$ cat config.mk
export PLATFORM = sky130hd
export DESIGN_NAME = pipe_hazard_ctrl
export DESIGN_NICKNAME = d
export VERILOG_FILES = /design/src/rtl/mips_pipe_pkg.sv /design/src/rtl/hazard_detect.sv /design/src/rtl/pipe_hazard_ctrl.sv
export SDC_FILE = /design/constraint.sdc
export NUM_CORES = 1
export LEC_CHECK = 0
export ABC_AREA = 0
export BUFFER_PORTS_ARGS = -buffer_cell sky130_fd_sc_hd__buf_2
export CAP_MARGIN = 40
export CORE_MARGIN = 4
export CORE_UTILIZATION = 37
export CTS_CLUSTER_SIZE = 24
export DETAILED_ROUTE_END_ITERATION = 10
export GPL_TIMING_DRIVEN = 1
export PLACE_DENSITY_LB_ADDON = 0.2
export SETUP_SLACK_MARGIN = 0.15
export SYNTH_ARGS = -nofsm -noshare
export SYNTH_HDL_FRONTEND = slang
export SYNTH_SLANG_ARGS = --single-unit
$ cat constraint.sdc
create_clock -name clk -period 1.4 [get_ports clk]
set_clock_uncertainty 0.05 [all_clocks]
set_input_delay 0.14 -clock clk [delete_from_list [all_inputs] [get_ports clk]]
set_output_delay 0.14 -clock clk [all_outputs]
set_load 0.01 [all_outputs]
$ cat src/rtl/mips_pipe_pkg.sv
// mips_pipe_pkg -- shared definitions for the pipeline hazard controller.
//   state_t          : hazard FSM state encoding (RUN, LD_STALL, BR_FLUSH, MEM_WAIT)
//   REG_IDX_W        : width of a register index
//   MAX_WAIT_DEFAULT : default number of mem_busy cycles tolerated before timeout
package mips_pipe_pkg;

    localparam int REG_IDX_W        = 5;
    localparam int MAX_WAIT_DEFAULT = 15;

    typedef enum logic [1:0] {
        ST_RUN      = 2'd0,
        ST_LD_STALL = 2'd1,
        ST_BR_FLUSH = 2'd2,
        ST_MEM_WAIT = 2'd3
    } state_t;

endpackage

$ cat src/rtl/hazard_detect.sv
// hazard_detect -- combinational load-use hazard detector.
// Ports:
//   id_rs, id_rt  : source register indices of the instruction in ID
//   id_uses_rt    : ID instruction reads rt as a source
//   ex_rt         : destination register of the instruction in EX
//   ex_memread    : EX instruction is a load
//   load_use      : ID needs the value the EX load has not yet produced
module hazard_detect
    import mips_pipe_pkg::*;
(
    input  logic [REG_IDX_W-1:0] id_rs,
    input  logic [REG_IDX_W-1:0] id_rt,
    input  logic                 id_uses_rt,
    input  logic [REG_IDX_W-1:0] ex_rt,
    input  logic                 ex_memread,
    output logic                 load_use
);

    // Register 0 is hard-wired to zero, so a load targeting it never
    // creates a dependency.
    assign load_use = ex_memread && (ex_rt != '0) &&
                      ((ex_rt == id_rs) || (id_uses_rt && (ex_rt == id_rt)));

endmodule

$ cat src/rtl/pipe_hazard_ctrl.sv
// pipe_hazard_ctrl -- stall/flush controller for a 5-stage MIPS pipeline.
// Configuration macro: PIPE_HAZARD_PERF_EN enables the stall/flush
// performance counters; without it both counter ports read 0.
// Ports:
//   clk, rst                  : clock, asynchronous active-low reset
//   id_rs, id_rt, id_uses_rt  : source operands of the ID instruction
//   ex_rt, ex_memread         : destination / load flag of the EX instruction
//   branch_taken              : branch resolved taken in MEM
//   mem_busy                  : data memory not ready this cycle
//   pc_en, ifid_en, idex_en   : pipeline register write enables
//   ifid_flush, idex_flush    : insert a bubble into IF_ID / ID_EX
//   state_out                 : current FSM state
//   timeout                   : sticky, memory stayed busy for MAX_WAIT cycles
//   stall_cnt, flush_cnt      : saturating performance counters
// Handshake: none; every output is a level decoded from the current state
// and this cycle's inputs, and is sampled by the pipeline at the rising edge.
// Decode priority: mem_busy > branch_taken > load-use.
module pipe_hazard_ctrl
    import mips_pipe_pkg::*;
#(
    parameter int MAX_WAIT = MAX_WAIT_DEFAULT
) (
    input  logic                 clk,
    input  logic                 rst,
    input  logic [REG_IDX_W-1:0] id_rs,
    input  logic [REG_IDX_W-1:0] id_rt,
    input  logic                 id_uses_rt,
    input  logic [REG_IDX_W-1:0] ex_rt,
    input  logic                 ex_memread,
    input  logic                 branch_taken,
    input  logic                 mem_busy,
    output logic                 pc_en,
    output logic                 ifid_en,
    output logic                 idex_en,
    output logic                 ifid_flush,
    output logic                 idex_flush,
    output logic [1:0]           state_out,
    output logic                 timeout,
    output logic [15:0]          stall_cnt,
    output logic [15:0]          flush_cnt
);

    localparam int WAIT_W = $clog2(MAX_WAIT + 1);

    state_t              state_q, state_d;
    logic [WAIT_W-1:0]   wait_q, wait_d;
    logic                wait_hit;
    logic                timeout_q;
    logic                load_use;
    logic                lu_allowed;

    hazard_detect u_hazard_detect (
        .id_rs      (id_rs),
        .id_rt      (id_rt),
        .id_uses_rt (id_uses_rt),
        .ex_rt      (ex_rt),
        .ex_memread (ex_memread),
        .load_use   (load_use)
    );

    // The cycle right after a stall or flush already has the hazard resolved,
    // so load-use detection is masked there.
    assign lu_allowed = (state_q == ST_RUN) || (state_q == ST_MEM_WAIT);

    always_comb begin
        pc_en      = 1'b0;
        ifid_en    = 1'b0;
        idex_en    = 1'b0;
        ifid_flush = 1'b0;
        idex_flush = 1'b0;
        state_d    = ST_RUN;
        wait_d     = '0;
        wait_hit   = 1'b0;
        if (!rst) begin
            // Outputs fall to their reset values as soon as reset asserts.
            state_d = ST_RUN;
        end else if (mem_busy) begin
            // Freeze the whole pipeline; give up waiting after MAX_WAIT cycles
            // but keep the enables low for as long as memory stays busy.
            if (wait_q == WAIT_W'(MAX_WAIT - 1)) begin
                wait_hit = 1'b1;
                state_d  = ST_RUN;
            end else begin
                wait_d  = wait_q + 1'b1;
                state_d = ST_MEM_WAIT;
            end
        end else if (branch_taken) begin
            // Wrong-path instructions are squashed; flush overrides enable.
            pc_en      = 1'b1;
            ifid_en    = 1'b1;
            idex_en    = 1'b1;
            ifid_flush = 1'b1;
            idex_flush = 1'b1;
            state_d    = ST_BR_FLUSH;
        end else if (load_use && lu_allowed) begin
            // Hold PC and IF_ID, push a bubble into ID_EX.
            idex_en    = 1'b1;
            idex_flush = 1'b1;
            state_d    = ST_LD_STALL;
        end else begin
            pc_en   = 1'b1;
            ifid_en = 1'b1;
            idex_en = 1'b1;
            state_d = ST_RUN;
        end
    end

    always_ff @(posedge clk or negedge rst) begin
        if (!rst) begin
            state_q   <= ST_RUN;
            wait_q    <= '0;
            timeout_q <= 1'b0;
        end else begin
            state_q <= state_d;
            wait_q  <= wait_d;
            if (wait_hit) begin
                timeout_q <= 1'b1;
            end
        end
    end

    assign state_out = state_q;
    assign timeout   = timeout_q;

`ifdef PIPE_HAZARD_PERF_EN
    logic [15:0] stall_q;
    logic [15:0] flush_q;

    always_ff @(posedge clk or negedge rst) begin
        if (!rst) begin
            stall_q <= '0;
            flush_q <= '0;
        end else begin
            if (!pc_en && (stall_q != 16'hFFFF)) begin
                stall_q <= stall_q + 16'd1;
            end
            if (ifid_flush && (flush_q != 16'hFFFF)) begin
                flush_q <= flush_q + 16'd1;
            end
        end
    end

    assign stall_cnt = stall_q;
    assign flush_cnt = flush_q;
`else
    assign stall_cnt = '0;
    assign flush_cnt = '0;
`endif

endmodule

==> metrics.txt, run 1 <==
# TYPE chip_impl_metric gauge
chip_impl_metric{name="critical_path_depth",unit=""} 6
chip_impl_metric{name="timing.critical_path.required",unit="ns"} 1.21
chip_impl_metric{name="leakagePower",unit="µW"} 0.0004780
chip_impl_info{name="synthTopCellsByArea",value="sky130_fd_sc_hd__buf_4 (35%), sky130_fd_sc_hd__dfrtp_1 (25%), sky130_fd_sc_hd__xor2_1 (12%)"} 1
chip_impl_metric{name="number_of_placement_rows",unit=""} 15
chip_impl_metric{name="post_synth_mux_area_share",unit="%"} 0
chip_impl_metric{name="number_of_global_route_vias_before_repair",unit=""} 449
chip_impl_metric{name="pre_cts_ws",unit="ns"} -0.1689
chip_impl_metric{name="syn2layout_area_growth",unit="%"} 17.89
chip_impl_metric{name="worst_skew_pair.late_latency",unit="ns"} 0.24
chip_impl_metric{name="timing.final.setup_violations",unit=""} 3
chip_impl_metric{name="drcViolationCount",unit=""} 0
chip_impl_metric{name="period_needed",unit="ns"} 1.544
chip_impl_metric{name="grt.total_usage",unit="%"} 8.900
chip_impl_info{name="run_status",value="complete, but fails checks"} 1
chip_impl_metric{name="routed_wirelength",unit="mm"} 1.303
chip_impl_metric{name="dp_cells",unit=""} 134
chip_impl_metric{name="wl_per_cell",unit="µm"} 9.374
chip_impl_metric{name="synth.avg_cell_area",unit="µm²"} 8.805
chip_impl_info{name="violated_checks",value="setup timing"} 1
chip_impl_metric{name="report.final.hold_viol_count",unit=""} 0
chip_impl_metric{name="route.detailed.vias_per_inst",unit=""} 3.856
chip_impl_info{name="rsz0062_at_grt",value="true"} 1
chip_impl_metric{name="cts_h_tree_depth",unit=""} 1
chip_impl_metric{name="die_area",unit="mm²"} 0.002694
chip_impl_metric{name="yosys.area_share.xor_xnor",unit="%"} 15.96
chip_impl_info{name="rr_startpoint",value="state_out[0]"} 1
chip_impl_metric{name="post-cts-setup-buffer-count",unit=""} 0
chip_impl_metric{name="final_layout_size_suffix_gt1_share",unit="%"} 34.21
chip_impl_info{name="tritoncts_clock_tree",value="yes"} 1
chip_impl_metric{name="p_per_area",unit="mW/mm²"} 671.1
chip_impl_metric{name="cp.arrival",unit="ns"} 1.35
chip_impl_metric{name="fp.dieW",unit="µm"} 51.91
chip_impl_info{name="synth_top_family_by_area",value="buffers and inverters"} 1
chip_impl_info{name="path_cells",value="buf_6 -> xor2_1 -> nor4_2 -> a32oi_2 -> o31a_1 -> buf_2"} 1
chip_impl_metric{name="maxSlewViolCount",unit=""} 0
chip_impl_metric{name="grt-ovfl-total",unit=""} 0
chip_impl_metric{name="yosys_warnings",unit=""} 0
chip_impl_metric{name="postRouteAntennaNets",unit=""} 0
chip_impl_metric{name="drv.max_cap_violation_count",unit=""} 0
chip_impl_metric{name="critical-path-max-stage-delay",unit="ns"} 0.32
chip_impl_metric{name="fmax",unit="GHz"} 0.6476
chip_impl_metric{name="initial_utilization",unit="%"} 40.00
chip_impl_info{name="yosys.area.top_type",value="sky130_fd_sc_hd__buf_4"} 1
chip_impl_metric{name="hold-path-cell-count",unit=""} 3
chip_impl_metric{name="synth.cell_area",unit="µm²"} 713.2
chip_impl_metric{name="number_of_clock_buffers_inserted_by_tritoncts",unit=""} 3
chip_impl_metric{name="critical_path.n_buffers_inverters",unit=""} 2
chip_impl_metric{name="detailedRoute.firstIterationViolations",unit=""} 2
chip_impl_metric{name="area_share_of_the_largest_cell_type_after_synthesis",unit="%"} 34.74
chip_impl_metric{name="stdcell_count",unit=""} 139
chip_impl_metric{name="final_nets",unit=""} 138
chip_impl_metric{name="proportion_of_synthesized_chip_area_in_sequential_cells",unit="%"} 24.56
chip_impl_metric{name="detail_route.first_pass.iterations",unit=""} 3
chip_impl_metric{name="yosys.cell_types.count",unit=""} 21
chip_impl_info{name="criticalPathCategory",value="input pin to output pin"} 1
chip_impl_metric{name="io_buffers",unit=""} 28
chip_impl_metric{name="crit_path_max_fo",unit=""} 3
chip_impl_metric{name="netlist_instances",unit=""} 81
chip_impl_metric{name="die_y",unit="µm"} 51.91
chip_impl_info{name="worstSetupStartpoint",value="id_rt[3]"} 1
chip_impl_metric{name="detailed_place.area",unit="µm²"} 768.2
chip_impl_metric{name="synth_compound_area_share",unit="%"} 7.018
chip_impl_metric{name="postLayoutSetupSlackWorst",unit="ns"} -0.1442
chip_impl_metric{name="post-route-period-util",unit="%"} 110.3
chip_impl_metric{name="final_design_area_no_fill",unit="µm²"} 840.8
chip_impl_metric{name="synth-adder-area-share",unit="%"} 3.509
chip_impl_metric{name="coreArea",unit="mm²"} 0.001783
chip_impl_metric{name="final.hold.worst_slack",unit="ns"} 0.1233
chip_impl_metric{name="worst-r2r-cell-count",unit=""} 4
chip_impl_metric{name="clock-sinks",unit=""} 7
chip_impl_metric{name="clk_path_buf_depth",unit=""} 2
chip_impl_info{name="clock_tree.root_cell",value="sky130_fd_sc_hd__clkbuf_4"} 1
chip_impl_info{name="timing.critical_path.slowest_stage_cell",value="sky130_fd_sc_hd__nor4_2"} 1
chip_impl_metric{name="grt_start_max_net_pins",unit=""} 10
chip_impl_metric{name="via_count",unit=""} 536
chip_impl_metric{name="antenna_violations_before_repair",unit=""} 0
chip_impl_metric{name="place_congestion",unit=""} 0.6790
chip_impl_metric{name="number_of_register_bits_inferred_by_synthesis",unit=""} 7
chip_impl_metric{name="dpl.hpwl",unit="mm"} 1.126
chip_impl_metric{name="area_share_of_and_or_nand_nor_cells_after_synthesis",unit="%"} 12.11
chip_impl_metric{name="cts.clk_slew.worst_paths",unit="ns"} 0.05
chip_impl_metric{name="ir_drop",unit="V"} 0.0005347
chip_impl_info{name="min_delay_src",value="mem_busy"} 1
chip_impl_metric{name="pin_count",unit=""} 61
chip_impl_metric{name="grt_first_pass_wirelength",unit="mm"} 1.800
chip_impl_info{name="worstSetupStartpointType",value="input pin"} 1
chip_impl_info{name="worstSetupEndpointType",value="output pin"} 1
chip_impl_info{name="cp_top_family",value="compound AO/OA/AOI/OAI gates"} 1
chip_impl_info{name="hp-class",value="input pin to register"} 1
chip_impl_metric{name="insertedDiodeCount",unit=""} 0
[cell families after synthesis]
family                     Yosys count
xor gates and xnor gates            13
AOI/OAI and AO/OA                    6
other                                1
buffers and inverters               36
DFF                                  7
and+or+nand+nor                     16
adders and majority gates            2
[synthesized netlist by cell type]
| master | n |
|---|---|
| sky130_fd_sc_hd__nor3_1 | 1 |
| sky130_fd_sc_hd__xnor2_1 | 3 |
| sky130_fd_sc_hd__nand3_1 | 3 |
| sky130_fd_sc_hd__inv_1 | 3 |
| sky130_fd_sc_hd__o31ai_1 | 1 |
| sky130_fd_sc_hd__o21ai_1 | 1 |
| sky130_fd_sc_hd__nand2_1 | 3 |
| sky130_fd_sc_hd__or4_4 | 1 |
| sky130_fd_sc_hd__buf_4 | 33 |
| sky130_fd_sc_hd__nand2b_1 | 1 |
| sky130_fd_sc_hd__dfrtp_1 | 7 |
| sky130_fd_sc_hd__nor2_1 | 5 |
| sky130_fd_sc_hd__ha_1 | 2 |
| sky130_fd_sc_hd__o21bai_1 | 1 |
| sky130_fd_sc_hd__o31a_1 | 1 |
| sky130_fd_sc_hd__nor4_2 | 1 |
| sky130_fd_sc_hd__xor2_1 | 10 |
| sky130_fd_sc_hd__or3_1 | 1 |
| sky130_fd_sc_hd__conb_1 | 1 |
| sky130_fd_sc_hd__o211ai_2 | 1 |
| sky130_fd_sc_hd__a32oi_1 | 1 |
[cells in the final DEF (no fill, tap or decap), types with 3 or more instances in the layout]
cell type,synthesis,routed
sky130_fd_sc_hd__buf_2,0,25
sky130_fd_sc_hd__buf_6,0,3
sky130_fd_sc_hd__clkbuf_4,0,3
sky130_fd_sc_hd__conb_1,1,32
sky130_fd_sc_hd__dfrtp_1,7,7
sky130_fd_sc_hd__inv_1,3,3
sky130_fd_sc_hd__nand2_1,3,3
sky130_fd_sc_hd__nor2_1,5,5
sky130_fd_sc_hd__xnor2_1,3,3
sky130_fd_sc_hd__xor2_1,10,10
[worst paths after layout]
kind / to / slack [ns]
max in group asynchronous: wait_q[2] / 0.86
hold reg to reg: timeout / 0.43
hold / removal: timeout / 0.12
min in group asynchronous: timeout / 0.32
setup / recovery: pc_en / -0.14
setup reg to reg: state_out[0] / 0.14
[where the power goes]
group          internal (µW)  leakage [µW]  total [µW]  switching (µW)
combinational           67.9      0.000370         173             105
clock                    108     0.0000150         175            66.9
sequential               211     0.0000930         216            5.14
[layer usage]
| layer | share of wire (%) | routed length, µm | track usage, % | vias to the layer above |
|---|---|---|---|---|
| met4 | 0 | 0 | 0 | 0 |
| met2 | 46 | 598 | 14.64 | 40 |
| met3 | 17 | 220 | 4.871 | 0 |
| li1 | - | - | - | 265 |
| met5 | 0 | 0 | 0 | - |
| met1 | 37 | 484 | 10.80 | 231 |
[state kept, by name, indices dropped and copies added, names as in the netlist]
| name | count |
|---|---|
| state_out | 2 |
| wait_q | 4 |
| timeout | 1 |
[area by class of cell]
class                           count  area [µm²]
Fill cell                         175       942.2
Inverter                            3       11.26
Tap cell                           25       31.28
Multi-Input combinational cell     69       412.9
Sequential cell                     7       175.2
Clock buffer                        4       26.28
Timing Repair Buffer               31       183.9
[what timing repair did]
action,CTS,global route
setup endpoints to repair,4,9
hold endpoints to repair,7,0
pin swaps,3,0
gates resized for setup,5,2
hold buffers,1,0
[stage by stage]
stage / util, % / power (µW) / setup TNS [ns]
floorplan: - / 380.7 / 0
global route: 47.16 / 609.0 / -0.6481
detailed placement: 43.09 / 377.7 / -0.4827
finish: 47.16 / 564.3 / -0.3779
global placement: 43.09 / 377.0 / -0.3520
CTS: 46.60 / 565.8 / -0.4457
[worst reg2reg max path, cell delays in order, from the launching register on]
cell and delay (ns):
sky130_fd_sc_hd__dfrtp_1 0.38, sky130_fd_sc_hd__xnor2_1 0.19, sky130_fd_sc_hd__o211ai_2 0.13, sky130_fd_sc_hd__or3_1 0.32, sky130_fd_sc_hd__o21ai_1 0.12
Note: power is estimated with default switching activity, not from simulation.
==> inputs of run 2 (changes only) <==
- ABC_AREA: 0 -> 1
- CORE_UTILIZATION: 37 -> 39
==> metrics.txt, run 2 <==
# TYPE chip_impl_metric gauge
chip_impl_metric{name="number_of_register_bits_inferred_by_synthesis",unit=""} 7
chip_impl_metric{name="io_buffers",unit=""} 28
chip_impl_metric{name="net-switching-power",unit="µW"} 200.1
chip_impl_metric{name="clock-sinks",unit=""} 7
chip_impl_metric{name="initial_utilization",unit="%"} 40.75
chip_impl_metric{name="die_area",unit="mm²"} 0.002838
chip_impl_metric{name="switching_share",unit="%"} 34.32
chip_impl_info{name="criticalPathCategory",value="register to output pin"} 1
chip_impl_metric{name="grt-ovfl-total",unit=""} 0
chip_impl_metric{name="timing.critical_path.required",unit="ns"} 1.21
chip_impl_info{name="synthTopCellsByArea",value="sky130_fd_sc_hd__buf_4 (31%), sky130_fd_sc_hd__dfrtp_1 (22%), sky130_fd_sc_hd__nand2_1 (14%)"} 1
chip_impl_metric{name="wl_per_cell",unit="µm"} 7.962
chip_impl_metric{name="number_of_placement_rows",unit=""} 16
chip_impl_metric{name="power.share.combinational",unit="%"} 30.7
chip_impl_metric{name="period_needed",unit="ns"} 1.531
chip_impl_info{name="violated_checks",value="setup timing"} 1
chip_impl_metric{name="insertedDiodeCount",unit=""} 0
chip_impl_metric{name="worst_skew_pair.late_latency",unit="ns"} 0.25
chip_impl_metric{name="dp_cells",unit=""} 176
chip_impl_metric{name="stdcell_count",unit=""} 183
chip_impl_info{name="synth.most_common_cell",value="sky130_fd_sc_hd__buf_4"} 1
chip_impl_metric{name="clk_path_buf_depth",unit=""} 2
chip_impl_metric{name="synth.cell_area",unit="µm²"} 799.5
chip_impl_metric{name="fmax",unit="GHz"} 0.6530
chip_impl_metric{name="antenna_violations_before_repair",unit=""} 0
chip_impl_metric{name="report.final.hold_viol_count",unit=""} 0
chip_impl_metric{name="cts.clk_slew.worst_paths",unit="ns"} 0.06
chip_impl_metric{name="p_per_area",unit="mW/mm²"} 647.3
chip_impl_info{name="most-common-layout-cells",value="sky130_fd_sc_hd__conb_1 (32), sky130_fd_sc_hd__nand2_1 (30), sky130_fd_sc_hd__buf_2 (28)"} 1
chip_impl_info{name="yosys.area.top_type",value="sky130_fd_sc_hd__buf_4"} 1
chip_impl_metric{name="via_count",unit=""} 694
chip_impl_info{name="timing.critical_path.slowest_stage_cell",value="sky130_fd_sc_hd__dfrtp_1"} 1
chip_impl_metric{name="yosys_warnings",unit=""} 0
chip_impl_metric{name="coreArea",unit="mm²"} 0.001962
chip_impl_metric{name="post-route-period-util",unit="%"} 109.4
chip_impl_metric{name="pin_count",unit=""} 61
chip_impl_metric{name="drv.max_cap_violation_count",unit=""} 0
chip_impl_metric{name="route.detailed.vias_per_inst",unit=""} 3.792
chip_impl_info{name="hp-class",value="input pin to register"} 1
chip_impl_info{name="rsz0062_at_grt",value="true"} 1
chip_impl_metric{name="postRouteAntennaNets",unit=""} 0
chip_impl_metric{name="final_nets",unit=""} 180
chip_impl_metric{name="final.setup.tns",unit="ns"} -0.3699
chip_impl_info{name="path_cells",value="inv_1 -> a21boi_1 -> o21ai_1 -> nor2_2 -> nand3_1 -> nand2_1 -> inv_2 -> buf_2"} 1
chip_impl_metric{name="clock_power_share",unit="%"} 32.3
chip_impl_info{name="synth_flop_cell",value="sky130_fd_sc_hd__dfrtp_1"} 1
chip_impl_metric{name="fp.dieW",unit="µm"} 53.28
chip_impl_metric{name="synth_async_sr_flop_share",unit="%"} 100.0
chip_impl_metric{name="place_congestion",unit=""} 0.6807
chip_impl_metric{name="cts_h_tree_depth",unit=""} 1
chip_impl_metric{name="largest_register_ffs",unit=""} 4
chip_impl_metric{name="maxSlewViolCount",unit=""} 0
chip_impl_metric{name="timing.final.setup_violations",unit=""} 3
chip_impl_metric{name="die_y",unit="µm"} 53.28
chip_impl_metric{name="postLayoutSetupSlackWorst",unit="ns"} -0.1313
chip_impl_info{name="layout_commonest_cell",value="sky130_fd_sc_hd__conb_1"} 1
chip_impl_metric{name="routed_wirelength",unit="mm"} 1.457
chip_impl_metric{name="yosys.cell_types.count",unit=""} 18
chip_impl_metric{name="proportion_of_synthesized_chip_area_in_sequential_cells",unit="%"} 21.91
chip_impl_info{name="worstSetupEndpointType",value="output pin"} 1
chip_impl_info{name="run_status",value="complete, but fails checks"} 1
chip_impl_metric{name="grt.total_usage",unit="%"} 10.61
chip_impl_metric{name="detail_route.first_pass.iterations",unit=""} 4
chip_impl_metric{name="post_route_core_utilization",unit="%"} 45.92
chip_impl_metric{name="detailedRoute.firstIterationViolations",unit=""} 9
chip_impl_metric{name="syn2layout_area_growth",unit="%"} 12.68
chip_impl_metric{name="drcViolationCount",unit=""} 0
chip_impl_metric{name="power_frac_seq",unit="%"} 37.0
chip_impl_metric{name="power.internal",unit="µW"} 383.0
chip_impl_metric{name="critical-path-max-stage-delay",unit="ns"} 0.34
chip_impl_metric{name="ir_drop",unit="V"} 0.0005063
chip_impl_info{name="register_ranked_first_by_flip_flop_count",value="wait_q"} 1
chip_impl_metric{name="crit_path_max_fo",unit=""} 3
chip_impl_metric{name="netlist_instances",unit=""} 123
chip_impl_metric{name="grt_start_max_net_pins",unit=""} 8
chip_impl_metric{name="dpl.hpwl",unit="mm"} 1.216
chip_impl_info{name="worstSetupStartpointType",value="register"} 1
chip_impl_metric{name="n_fill_cell",unit=""} 219
chip_impl_metric{name="synth_edf_count",unit=""} 0
chip_impl_metric{name="area_share_of_the_largest_cell_type_after_synthesis",unit="%"} 30.99
chip_impl_metric{name="leakagePower",unit="µW"} 0.0006000
chip_impl_info{name="tritoncts_clock_tree",value="yes"} 1
chip_impl_metric{name="final_layout_size_suffix_gt1_share",unit="%"} 26.28
chip_impl_info{name="synth_common_cells",value="sky130_fd_sc_hd__buf_4 (33), sky130_fd_sc_hd__nand2_1 (30), sky130_fd_sc_hd__inv_1 (17)"} 1
chip_impl_metric{name="cp.arrival",unit="ns"} 1.34
chip_impl_info{name="clock_tree.root_cell",value="sky130_fd_sc_hd__clkbuf_4"} 1
chip_impl_metric{name="number_of_global_route_vias_before_repair",unit=""} 520
chip_impl_metric{name="grt_first_pass_wirelength",unit="mm"} 2.111
chip_impl_metric{name="synth.avg_cell_area",unit="µm²"} 6.500
chip_impl_metric{name="pre_cts_ws",unit="ns"} 0.1184
chip_impl_metric{name="number_of_clock_buffers_inserted_by_tritoncts",unit=""} 3
-- run 2: timing repair --
action	4_1_cts	5_1_grt
setup endpoints to repair	3	9
hold endpoints to repair	7	0
hold buffers	1	0
setup buffers	1	1
resized for setup	1	1
-- run 2: cells by family (layout without fill, tap and decap cells) --
kind of cell | count (synthesis) | count (layout) | synth area share (%)
and+or+nand+nor | 53 | 53 | 27.07
buffers and inverters | 52 | 54 | 39.91
DFF | 7 | 7 | 21.91
AOI/OAI and AO/OA | 5 | 5 | 4.226
xor gates and xnor gates | 3 | 3 | 3.287
adders and majority gates | 2 | 2 | 3.129
other | 1 | 32 | 0.4690
-- run 2: path summary, 6_finish.rpt --
path | endpoint | startpoint | slack, ns | cells after the start
setup / recovery | ifid_en | state_out[1] | -0.13 | 8
hold / removal | timeout | mem_busy | 0.12 | 3
setup reg to reg | state_out[0] | state_out[1] | 0.25 | 7
hold reg to reg | timeout | timeout | 0.41 | 1
max in group asynchronous | wait_q[1] | rst | 0.75 | 2
min in group asynchronous | state_out[0] | rst | 0.30 | 2
-- run 2: critical path: cells and delay by family (launching register included) --
kind,cells,cell delay (ns)
buffers and inverters,3,0.21
AND/OR/NAND/NOR,3,0.31
flip-flops,1,0.34
AO/OA/AOI/OAI,2,0.22
-- run 2: area by class of cell --
class | instances | area, µm² | area share, %
clock buffers | 4 | 26.28 | 2.917
inverters | 19 | 71.32 | 7.917
repair buffers | 31 | 165.2 | 18.33
flip-flops and latches | 7 | 175.2 | 19.44
multi-input cells | 95 | 429.2 | 47.64
well taps | 27 | 33.78 | 3.750
-- run 2: metrics by stage --
step	total power, µW	instance area, µm²	hold WS (ns)
2_1_floorplan	394.6	919.6	-0.2056
3_5_place_dp	385.9	842.1	-0.05365
4_1_cts	586.3	888.4	0.1115
3_3_place_gp	384.2	842.1	-0.05471
5_1_grt	634.2	900.9	0.1314
6_report	583.1	900.9	0.1175
-- run 2: power groups by stage --
stage / clock network, µW / registers [µW] / logic (µW)
2_1_floorplan: 0 / 221 / 173
3_3_place_gp: 0 / 219 / 166
3_5_place_dp: 0 / 219 / 167
4_1_cts: 196 / 215 / 174
5_1_grt: 211 / 216 / 208
6_report: 188 / 216 / 179
-- run 2: layer usage --
metal | wire length (µm) | part of all wire [%] | GRT usage, % | up-vias
li1 | - | - | - | 365
met1 | 594 | 41 | 13.70 | 287
met2 | 623 | 43 | 14.49 | 38
met3 | 218 | 15 | 5.070 | 4
met4 | 21 | 1.4 | 5.106 | 0
met5 | 0 | 0 | 0 | -
==> inputs of run 3 (changes only) <==
- SETUP_SLACK_MARGIN: 0.15 -> unset
==> metrics.txt, run 3 (synthesis gave the netlist of run 2 again) <==
# TYPE chip_impl_metric gauge
chip_impl_info{name="run_status",value="complete, but fails checks"} 1
chip_impl_info{name="violated_checks",value="setup timing"} 1
chip_impl_metric{name="seqCellArea",unit="µm²"} 175.2
chip_impl_metric{name="fmax",unit="GHz"} 0.6470
chip_impl_metric{name="leakagePower",unit="µW"} 0.0006227
chip_impl_metric{name="routed_wirelength",unit="mm"} 1.507
chip_impl_metric{name="grt_first_pass_wirelength",unit="mm"} 2.449
chip_impl_metric{name="final_design_area_no_fill",unit="µm²"} 953.4
chip_impl_metric{name="critical-path-max-stage-delay",unit="ns"} 0.39
chip_impl_metric{name="largest_register_ffs",unit=""} 4
chip_impl_metric{name="number_of_placement_rows",unit=""} 16
chip_impl_metric{name="clk_path_buf_depth",unit=""} 2
chip_impl_metric{name="multi_input_comb_area",unit="µm²"} 431.7
chip_impl_info{name="min_delay_src",value="mem_busy"} 1
chip_impl_metric{name="clock-sinks",unit=""} 7
chip_impl_metric{name="grt.total_usage",unit="%"} 11.86
chip_impl_info{name="worstSetupStartpointType",value="register"} 1
chip_impl_info{name="layout_commonest_cell",value="sky130_fd_sc_hd__conb_1"} 1
chip_impl_info{name="worstSetupEndpointType",value="output pin"} 1
chip_impl_metric{name="postLayoutSetupSlackWorst",unit="ns"} -0.1457
chip_impl_metric{name="pin_count",unit=""} 61
chip_impl_info{name="worstSetupStartpoint",value="state_out[0]"} 1
chip_impl_metric{name="final_layout_size_suffix_gt1_share",unit="%"} 29.38
chip_impl_metric{name="dp_cells",unit=""} 177
chip_impl_metric{name="coreArea",unit="mm²"} 0.001962
chip_impl_metric{name="detailedRoute.firstIterationViolations",unit=""} 3
chip_impl_metric{name="final.setup.tns",unit="ns"} -0.4919
chip_impl_info{name="rr_startpoint",value="state_out[0]"} 1
chip_impl_metric{name="maxSlewViolCount",unit=""} 0
chip_impl_metric{name="detailed_place.area",unit="µm²"} 849.6
chip_impl_metric{name="drcViolationCount",unit=""} 0
chip_impl_metric{name="postRouteAntennaNets",unit=""} 0
chip_impl_metric{name="drv.max_cap_violation_count",unit=""} 0
chip_impl_metric{name="final_nets",unit=""} 184
chip_impl_metric{name="syn2layout_area_growth",unit="%"} 19.25
chip_impl_metric{name="initial_utilization",unit="%"} 40.75
chip_impl_metric{name="cts_h_tree_depth",unit=""} 1
chip_impl_metric{name="route.detailed.vias_per_inst",unit=""} 3.893
chip_impl_metric{name="number_of_clock_buffers_inserted_by_tritoncts",unit=""} 3
chip_impl_info{name="most-common-layout-cells",value="sky130_fd_sc_hd__conb_1 (32), sky130_fd_sc_hd__nand2_1 (30), sky130_fd_sc_hd__buf_2 (26)"} 1
chip_impl_metric{name="cts.clk_slew.worst_paths",unit="ns"} 0.05
chip_impl_info{name="clock_tree.root_cell",value="sky130_fd_sc_hd__clkbuf_4"} 1
chip_impl_info{name="hp-class",value="input pin to register"} 1
chip_impl_metric{name="io_buffers",unit=""} 28
chip_impl_metric{name="crit_path_max_fo",unit=""} 3
chip_impl_metric{name="reg_to_reg_slack_setup",unit="ns"} -0.06
chip_impl_info{name="register_ranked_first_by_flip_flop_count",value="wait_q"} 1
chip_impl_metric{name="number_of_global_route_vias_before_repair",unit=""} 631
chip_impl_metric{name="place_congestion",unit=""} 0.7682
chip_impl_metric{name="stdcell_count",unit=""} 187
chip_impl_metric{name="worst_skew_pair.late_latency",unit="ns"} 0.25
chip_impl_info{name="timing.critical_path.slowest_stage_cell",value="sky130_fd_sc_hd__dfrtp_1"} 1
chip_impl_metric{name="p_per_area",unit="mW/mm²"} 634.5
chip_impl_info{name="criticalPathCategory",value="register to output pin"} 1
chip_impl_metric{name="die_y",unit="µm"} 53.28
chip_impl_metric{name="fp.dieW",unit="µm"} 53.28
chip_impl_metric{name="timing.final.setup_violations",unit=""} 4
chip_impl_metric{name="die_area",unit="mm²"} 0.002838
chip_impl_info{name="path_cells",value="a21boi_2 -> o21ai_2 -> nor2_2 -> nand3_1 -> nand2_1 -> inv_2 -> buf_6"} 1
chip_impl_metric{name="pre_cts_ws",unit="ns"} 0.01692
chip_impl_metric{name="report.final.hold_viol_count",unit=""} 0
chip_impl_metric{name="grt_start_max_net_pins",unit=""} 7
chip_impl_metric{name="via_count",unit=""} 728
chip_impl_metric{name="ir_drop",unit="V"} 0.0003936
chip_impl_metric{name="wl_per_cell",unit="µm"} 8.059
chip_impl_metric{name="timing.critical_path.required",unit="ns"} 1.21
chip_impl_metric{name="antenna_violations_before_repair",unit=""} 0
chip_impl_metric{name="period_needed",unit="ns"} 1.546
chip_impl_info{name="tritoncts_clock_tree",value="yes"} 1
chip_impl_metric{name="critical_path.n_buffers_inverters",unit=""} 2
chip_impl_metric{name="insertedDiodeCount",unit=""} 0
chip_impl_metric{name="post-route-period-util",unit="%"} 110.4
chip_impl_metric{name="detail_route.first_pass.iterations",unit=""} 2
chip_impl_metric{name="dpl.hpwl",unit="mm"} 1.296
chip_impl_info{name="cp_top_family",value="flip-flops"} 1
chip_impl_metric{name="cp.arrival",unit="ns"} 1.36
chip_impl_info{name="rsz0062_at_grt",value="true"} 1
chip_impl_metric{name="n_fill_cell",unit=""} 215
chip_impl_metric{name="grt-ovfl-total",unit=""} 0
[run 3: final timing paths]
check	to	cells after the start
max	pc_en	7
min	timeout	3
min reg2reg	timeout	1
max in group asynchronous	wait_q[0]	3
max reg2reg	state_out[0]	9
min in group asynchronous	wait_q[3]	2
[run 3: metrics by stage]
step | power, µW | utilization (%) | hold slack [ns]
after floorplan | 392.3 | - | -0.2056
after detailed placement | 389.5 | 43.30 | -0.09670
after CTS | 607.9 | 47.96 | 0.1032
after global routing | 663.5 | 48.60 | 0.1123
after global placement | 387.0 | 43.30 | -0.09712
final | 604.9 | 48.60 | 0.1074
[run 3: where the power goes]
group	total (µW)	switching, µW	internal, µW
registers	216	5.62	210
logic	204	122	81.1
clock network	185	76.4	109
total	605	204	400
[run 3: area by class of cell]
| class | count | share of cell area, % |
|---|---|---|
| clock buffer | 4 | 2.756 |
| inverter | 19 | 7.480 |
| multi-input combinational | 95 | 45.28 |
| sequential | 7 | 18.37 |
| tap | 27 | 3.543 |
| timing repair buffer | 35 | 22.57 |
[run 3: repair_timing]
item	4_1_cts	5_1_grt
pin swaps	6	7
buffers inserted	5	2
hold buffers	1	0
hold endpoints to repair	7	0
gates resized for setup	8	5
setup endpoints to repair	3	4
[run 3: per-layer routing]
layer  part of all wire (%)  track usage (%)
met5                      0                0
met4                      0            3.830
met3                     10            3.380
met2                     52            21.63
met1                     37            12.90
[run 3: worst register-to-register path, stage by stage (launching register included)]
cell and delay [ns]:
sky130_fd_sc_hd__dfrtp_1 0.39, sky130_fd_sc_hd__buf_4 0.14, sky130_fd_sc_hd__o21ai_2 0.13, sky130_fd_sc_hd__nor2_2 0.07, sky130_fd_sc_hd__buf_4 0.14, sky130_fd_sc_hd__buf_4 0.12, sky130_fd_sc_hd__buf_6 0.10, sky130_fd_sc_hd__buf_6 0.10
sky130_fd_sc_hd__nand4_1 0.05, sky130_fd_sc_hd__nand2_1 0.05
